## config.mk

```make
export PLATFORM = sky130hd
export DESIGN_NAME = serial_delta_converter_flat
export DESIGN_NICKNAME = d
export VERILOG_FILES = /design/src/rtl/serial_delta_converter_if.sv /design/src/rtl/serial_delta_converter.sv /design/src/flat_wrapper.sv
export SDC_FILE = /design/constraint.sdc
export NUM_CORES = 1
export LEC_CHECK = 0
export ABC_AREA = 0
export CORE_MARGIN = 10
export CORE_UTILIZATION = 55
export CTS_CLUSTER_DIAMETER = 30
export DETAILED_ROUTE_END_ITERATION = 16
export MAX_ROUTING_LAYER = met4
export PLACE_DENSITY = 0.8
export SETUP_SLACK_MARGIN = 0.2
export SLEW_MARGIN = 20
export SYNTH_ARGS = -nofsm -noshare
export SYNTH_HDL_FRONTEND = slang
export SYNTH_SLANG_ARGS = --single-unit
```

## constraint.sdc

```tcl
create_clock -name CLOCK -period 4.8 [get_ports CLOCK]
set_clock_uncertainty 0.1 [all_clocks]
set_input_delay 0.72 -clock CLOCK [delete_from_list [all_inputs] [get_ports CLOCK]]
set_output_delay 0.72 -clock CLOCK [all_outputs]
set_load 0.01 [all_outputs]
```

## src/rtl/serial_delta_converter_if.sv

```systemverilog
// Serial link bundle for serial_delta_converter.
// PAR_ERR exists only when SERIAL_DELTA_PARITY_EN is defined.
interface serial_delta_converter_if #(
   parameter int WIDTH = 8,
   parameter int CW = 4
);
   logic X;
   logic Y;
   logic Y_VALID;
   logic SKIP;
   logic [CW-1:0] FRAME_CNT;
   logic [WIDTH-1:0] OLD_Q;
`ifdef SERIAL_DELTA_PARITY_EN
   logic PAR_ERR;
`endif

   modport master (
      output X,
`ifdef SERIAL_DELTA_PARITY_EN
      input PAR_ERR,
`endif
      input Y, Y_VALID, SKIP, FRAME_CNT, OLD_Q
   );

   modport slave (
      input X,
`ifdef SERIAL_DELTA_PARITY_EN
      output PAR_ERR,
`endif
      output Y, Y_VALID, SKIP, FRAME_CNT, OLD_Q
   );
endinterface

```

## src/rtl/serial_delta_converter.sv

```systemverilog
// Forwards framed serial words on Y only when they differ from the last one sent.
// Define SERIAL_DELTA_PARITY_EN to add an even-parity bit and PAR_ERR.
module serial_delta_converter #(
   parameter int WIDTH = 8,
   parameter int CW = 4,
   parameter logic [WIDTH-1:0] OLD_INIT = '0,
   parameter bit FIRST_ALWAYS = 1'b1
) (
   input logic CLOCK,
   input logic RESET,
   serial_delta_converter_if.slave bus
);
`ifdef SERIAL_DELTA_PARITY_EN
   localparam int PBITS = 1;
`else
   localparam int PBITS = 0;
`endif
   localparam int CNTW = $clog2(WIDTH + 2);
   localparam logic [CNTW-1:0] RX_LAST = CNTW'(WIDTH - 1 + PBITS);
   localparam logic [CNTW-1:0] TX_LAST = CNTW'(WIDTH - 1);
   localparam logic [CNTW-1:0] DATA_BITS = CNTW'(WIDTH);

   typedef enum logic [1:0] {IDLE, RECV, CMP, XMIT} state_t;

   state_t state, state_n;
   logic [CNTW-1:0] cnt;
   logic [WIDTH-1:0] din, dout, old_q;
   logic [CW-1:0] frame_cnt;
   logic seen, skip;
   logic fwd, par_bad, rx_done, tx_done;

`ifdef SERIAL_DELTA_PARITY_EN
   logic par, par_err;
   assign par_bad = ^{din, par};
   assign bus.PAR_ERR = par_err;
`else
   assign par_bad = 1'b0;
`endif

   // First frame after reset may be forced through even if it matches
   assign fwd = (din != old_q) || (FIRST_ALWAYS && !seen);
   assign rx_done = (cnt == RX_LAST);
   assign tx_done = (cnt == TX_LAST);

   always_comb begin
      state_n = state;
      unique case (state)
         IDLE: if (bus.X) state_n = RECV;
         RECV: if (rx_done) state_n = CMP;
         CMP: begin
            if (!par_bad && fwd) state_n = XMIT;
            else state_n = IDLE;
         end
         XMIT: if (tx_done) state_n = IDLE;
         default: state_n = IDLE;
      endcase
   end

   always_ff @(posedge CLOCK) begin
      if (RESET) begin
         state <= IDLE;
         cnt <= '0;
         din <= '0;
         dout <= '0;
         old_q <= OLD_INIT;
         frame_cnt <= '0;
         seen <= 1'b0;
         skip <= 1'b0;
`ifdef SERIAL_DELTA_PARITY_EN
         par <= 1'b0;
         par_err <= 1'b0;
`endif
      end else begin
         state <= state_n;
         skip <= 1'b0;
`ifdef SERIAL_DELTA_PARITY_EN
         par_err <= 1'b0;
`endif
         unique case (state)
            IDLE: cnt <= '0;
            RECV: begin
               cnt <= rx_done ? '0 : cnt + 1'b1;
               if (cnt < DATA_BITS) din <= {din[WIDTH-2:0], bus.X};
`ifdef SERIAL_DELTA_PARITY_EN
               else par <= bus.X;
`endif
            end
            CMP: begin
               cnt <= '0;
               if (par_bad) begin
`ifdef SERIAL_DELTA_PARITY_EN
                  par_err <= 1'b1;
`endif
               end else if (fwd) begin
                  old_q <= din;
                  dout <= din;
                  seen <= 1'b1;
                  frame_cnt <= frame_cnt + 1'b1;
               end else begin
                  skip <= 1'b1;
               end
            end
            XMIT: begin
               dout <= {dout[WIDTH-2:0], 1'b0};
               cnt <= tx_done ? '0 : cnt + 1'b1;
            end
            default: cnt <= '0;
         endcase
      end
   end

   assign bus.Y_VALID = (state == XMIT);
   assign bus.Y = bus.Y_VALID & dout[WIDTH-1];
   assign bus.SKIP = skip;
   assign bus.FRAME_CNT = frame_cnt;
   assign bus.OLD_Q = old_q;
endmodule

```

## src/flat_wrapper.sv

```systemverilog
// flat-port wrapper written by rule: the top's interface ports become plain ports
module serial_delta_converter_flat 
#(
   parameter int WIDTH = 8,
   parameter int CW = 4,
   parameter logic [WIDTH-1:0] OLD_INIT = '0,
   parameter bit FIRST_ALWAYS = 1'b1
)
  (CLOCK, RESET, bus_X, bus_Y, bus_Y_VALID, bus_SKIP, bus_FRAME_CNT, bus_OLD_Q);
  serial_delta_converter_if #(.WIDTH(WIDTH), .CW(CW)) bus_i ();
  input logic CLOCK;
  input logic RESET;
  input wire logic [$bits(bus_i.X)-1:0] bus_X;
  output wire logic [$bits(bus_i.Y)-1:0] bus_Y;
  output wire logic [$bits(bus_i.Y_VALID)-1:0] bus_Y_VALID;
  output wire logic [$bits(bus_i.SKIP)-1:0] bus_SKIP;
  output wire logic [$bits(bus_i.FRAME_CNT)-1:0] bus_FRAME_CNT;
  output wire logic [$bits(bus_i.OLD_Q)-1:0] bus_OLD_Q;
  assign bus_i.X = bus_X;
  assign bus_Y = bus_i.Y;
  assign bus_Y_VALID = bus_i.Y_VALID;
  assign bus_SKIP = bus_i.SKIP;
  assign bus_FRAME_CNT = bus_i.FRAME_CNT;
  assign bus_OLD_Q = bus_i.OLD_Q;
  serial_delta_converter #(.WIDTH(WIDTH), .CW(CW), .OLD_INIT(OLD_INIT), .FIRST_ALWAYS(FIRST_ALWAYS)) u_core (.CLOCK(CLOCK), .RESET(RESET), .bus(bus_i));
endmodule
```

Word-level counts from Yosys, hierarchy flattened --
Cells that the tools add are included. Widths: inputs -> output; s select.
Storage, ports and cells: memories kept 0, RAM bits 0, logic and storage cells 43, latch bits 0, input bits 3, output and inout port bits 15, flip-flop bits (word level) 36, bits in read-only memories 0
Operators by class: equality and inequality tests 9, $add $sub $neg 2, div/mod/pow operators 0, muxes and demuxes 10, reduce and logical (&&, ||, !) cells 11, shift-type cells 0, order comparisons 1, multiply operators 0, bitwise logic cells 2
Operator list (count):
- $pmux 8 s2 | 1
- $add 4x1->4 const B | 2
- $mux 2 | 4
- $mux 8 | 1
- $ne 8x8->1 | 1
- $pmux 2 s4 | 1
- $pmux 4 s2 | 1
- $reduce_and 2->1 | 3
- $reduce_or 2->1 | 3
- $eq 2x2->1 const B | 2
- $eq 4x3->1 const B | 1
- $lt 4x4->1 const B | 1
- $mux 4 | 1
- $ne 2x1->1 const B | 2
- $ne 2x2->1 const B | 2
- $reduce_and 3->1 | 1
- $eq 2x1->1 const B | 1
- $logic_not 2->1 | 1
- $reduce_bool 2->1 | 1
- $and 1x1->1 | 1
- $logic_not 1->1 | 1
- $logic_or 1x1->1 | 1
- $mux 1 | 1
- $not 1->1 | 1

Depth between registers and ports, before layout --
depth after elaboration 4, gate-level depth with buffers 6

Worst setup path before layout --
OpenSTA, ideal clock, no wires.
path kind flip-flop to output port, start point reg u_core.state[0], end point out bus_Y, path buffers 1, cell stages (with the launch flop) 3, data arrival time 1020 ps, setup slack 2960 ps, cells stage by stage dfxtp_1 buf_1 and3_1
Between the ends: cells in the longest elaborated chain, start to end 2
Ends and longest elaborated chain:
- from (decl) | line serial_delta_converter.sv:25 | state_t state, state_n;
- from (signal assigned) | line serial_delta_converter.sv:74 | state <= state_n;
- $eq 2x2->1 | line serial_delta_converter.sv:112 | assign bus.Y_VALID = (state == XMIT);
- $and 1x1->1 | line serial_delta_converter.sv:113 | assign bus.Y = bus.Y_VALID & dout[WIDTH-1];
- to (decl) | line flat_wrapper.sv:14 | output wire logic [$bits(bus_i.Y)-1:0] bus_Y;
No other way between the ends.

Worst setup path in the final report --
start point reg u_core.state[0], end point out bus_Y_VALID
Between the ends: cells in the longest elaborated chain, start to end 1
Ends and longest elaborated chain:
- $eq 2x2->1 | line serial_delta_converter.sv:112
- to (decl) | line flat_wrapper.sv:15 | output wire logic [$bits(bus_i.Y_VALID)-1:0] bus_Y_VALID;
No other way between the ends.

==> impl_metrics.yaml <==
die:
  ios: 18
  dieArea_um2: 5214
  initial_standard_cell_utilization_of_the_core_pct: 58.90
  fp.coreArea_um2: 2545
  dieHeight_um: 72.21
  die_span_in_x_um: 72.21
  std_cell_rows: 18
worst_setup_path:
  arrival_ns: 1.98
  worst_r2r_startpoint: "u_core.din[6]"
  critical_path_peak_fanout: 14
  crit_type: "reg -> out"
  regToRegSetupSlack_ns: 2.48
  required_ns: 3.98
  worst_setup_start_kind: "flip-flop"
  timing.reg2reg.worst_path_depth: 5
  regToRegEndpoint: "u_core.bus.OLD_Q[2]"
  end_kind: "output port"
place:
  port-buffer-count: 17
  dp.final_hpwl_mm: 2.075
  gp_congestion: 0.7808
global_route:
  gr-usage-all-layers_pct: 12.26
  grt_pass1_vias: 1107
  global_route.overflow_total: 0
  grt_antenna_before_repair: 0
  global_route_wire_length_before_repair_mm: 5.078
  grt_start_max_net_pins: 36
run_status:
  run_status: "finished, final reports clean"
layout:
  filler_cell_count: 209
  fraction_of_final_layout_cells_sized_beyond_drive_strength_1_pct: 5.848
  antenna_diode_count: 0
  final_core_utilization_pct: 68.19
  layout-area-overhead-vs-synth_pct: 15.78
  final_nets: 176
synthesis:
  synthFlopType: "dfxtp_1"
  synth_warnings: 0
  synth_cell_types: 29
  syn_nets: 159
  synth_area_per_cell_um2: 9.733
  yosysTopAreaCellShare_pct: 48.08
  postSynth.asyncResetShare_pct: 0
  netlist_top_cells_count: "dfxtp_1 (36), nor2_1 (32), mux2i_1 (24)"
  synth-edff-count: 0
  yosys_reg_bits: 36
  post_synth_instance_area_um2: 1499
  synth_top_cell_by_area: "dfxtp_1"
  synth_sequential_area_ratio_pct: 48.08
  postSynthCellCount: 154
  yosys.cell_count.top_type: "dfxtp_1"
  synth_area_leaders: "dfxtp_1 (48%), mux2i_1 (16%), nor2_1 (8.0%)"
routing:
  drcViolationCount: 0
  routed_wire_length_mm: 2.921
  drt_iter0_drc: 101
  routed_vias_inst: 5.537
  drtAntennaViolNets: 0
  firstDrtPassIters: 4
  num_vias: 1113
  drt-wirelength-per-cell_um: 14.53
cts:
  clk_latency_ns: 0.35
  cts.path.max_buffers: 2
  ctsRootBufferMaster: "clkbuf_4"
  cts-hold-fix-buffers: 0
  path_clk_slew_ns: 0.10
  total_clock_buffers_created_by_cts: 5
  cts_tree: "built"
  cts-htree-levels: 2
  cts.repair_timing.setup_buffer_count: 0
  clock-sinks: 36
  ctsResizeCount: 0
timing:
  worst_max_slew_margin_expressed_relative_to_the_limit_pct: 30.30
  setup-violations-final: 0
  slew_violations: 0
  totalNegativeSetupSlack_ns: 0
  tightest_slew_ns: 1.032
  final_hold_viol_count: 0
  final_min_period_over_clock_period_pct: 58.29
  rsz0062_at_grt: "no"
  max_frequency_mhz: 357.4
  layout_min_cycle_time_ns: 2.798
power_and_ir_drop:
  reported_leakage_power_uw: 0.0007084
  power.density_cell_area_nw_per_um2: 292.4
  worst_ir_drop_vdd_mv: 0.2553
hold_path:
  timing.hold.worst_path_depth: 1
  hp-class: "reg -> reg"
  worst_hold_path.endpoint: "u_core.cnt[0]"
  min_from: "u_core.cnt[0]"
job:
  drv_cap: 0
[routing by layer]
metal	up-vias	track usage [%]	share of wire [%]
met5	-	-	0
met4	0	6.237	2.0
met3	9	4.626	5.5
met2	21	18.76	47
met1	513	13.64	45
li1	570	-	-
[kinds of logic after synthesis]
group,synth area share (%)
compound gates,7.763
xor+xnor,7.012
fa+ha+maj,1.669
flops,48.08
simple gates,16.36
mux,16.03
buf+inv,3.088
[report_power, final]
group	leakage, µW	switching [µW]	internal (µW)	total, µW
Sequential	0.000290	5.40	301	306
Clock	0.0000374	96.8	83.1	180
Combinational	0.000381	12.6	8.78	21.4
Total	0.000708	115	393	507
[worst max-delay path by stage]
stage                    start             end  slack [ns]  cells after the start
3_3_place_gp             RESET  u_core.dout[0]        2.08                      4
4_1_cts        u_core.state[0]     bus_Y_VALID        1.99                      3
5_1_grt        u_core.state[0]     bus_Y_VALID        1.88                      3
2_1_floorplan  u_core.state[0]           bus_Y        2.96                      2
3_5_place_dp             RESET  u_core.dout[0]        2.00                      4
6_report       u_core.state[0]     bus_Y_VALID        2.00                      3
[state kept, by name, indices dropped and copies added, names as in the netlist]
register              flops
u_core.bus.FRAME_CNT      4
u_core.bus.OLD_Q          8
u_core.bus.SKIP           1
u_core.cnt                4
u_core.din                8
u_core.dout               8
u_core.seen               1
u_core.state              2
[layout by cell type (no fill, tap or decap), types with 4 or more instances in the layout]
cell / count
inv_1: 4
xor2_1: 7
clkbuf_4: 5
mux2i_1: 24
nor3_1: 5
xnor2_1: 5
nor2_1: 32
dfxtp_1: 36
a211oi_1: 7
clkdlybuf4s50_1: 16
[layout make-up]
cell class / instances / area (µm²) / share of cell area, %
Timing Repair Buffer: 17 / 165.2 / 9.517
Clock buffer: 7 / 65.06 / 3.749
Sequential cell: 36 / 720.7 / 41.53
Tap cell: 30 / 37.54 / 2.163
Multi-Input combinational cell: 107 / 732.0 / 42.18
Inverter: 4 / 15.01 / 0.8652
[critical path, cell delays in order, from the launching register on]
cell and delay, ns:
dfxtp_1 0.70, inv_1 0.23, nor2_1 0.16, clkdlybuf4s50_1 0.55
[per-stage QoR]
stage,hold slack (ns),power [µW],setup slack (ns),cell area (µm²),cells
4_1_cts,0.3726,509.4,1.986,1740,201
3_3_place_gp,0.3492,334.6,2.080,1675,194
6_report,0.3678,507.4,2.002,1735,201
3_5_place_dp,0.3577,335.1,1.997,1675,194
2_1_floorplan,0.3331,329.8,2.960,1499,154
5_1_grt,0.4316,528.2,1.880,1735,201
No activity file was read; power rests on OpenSTA's default activity.
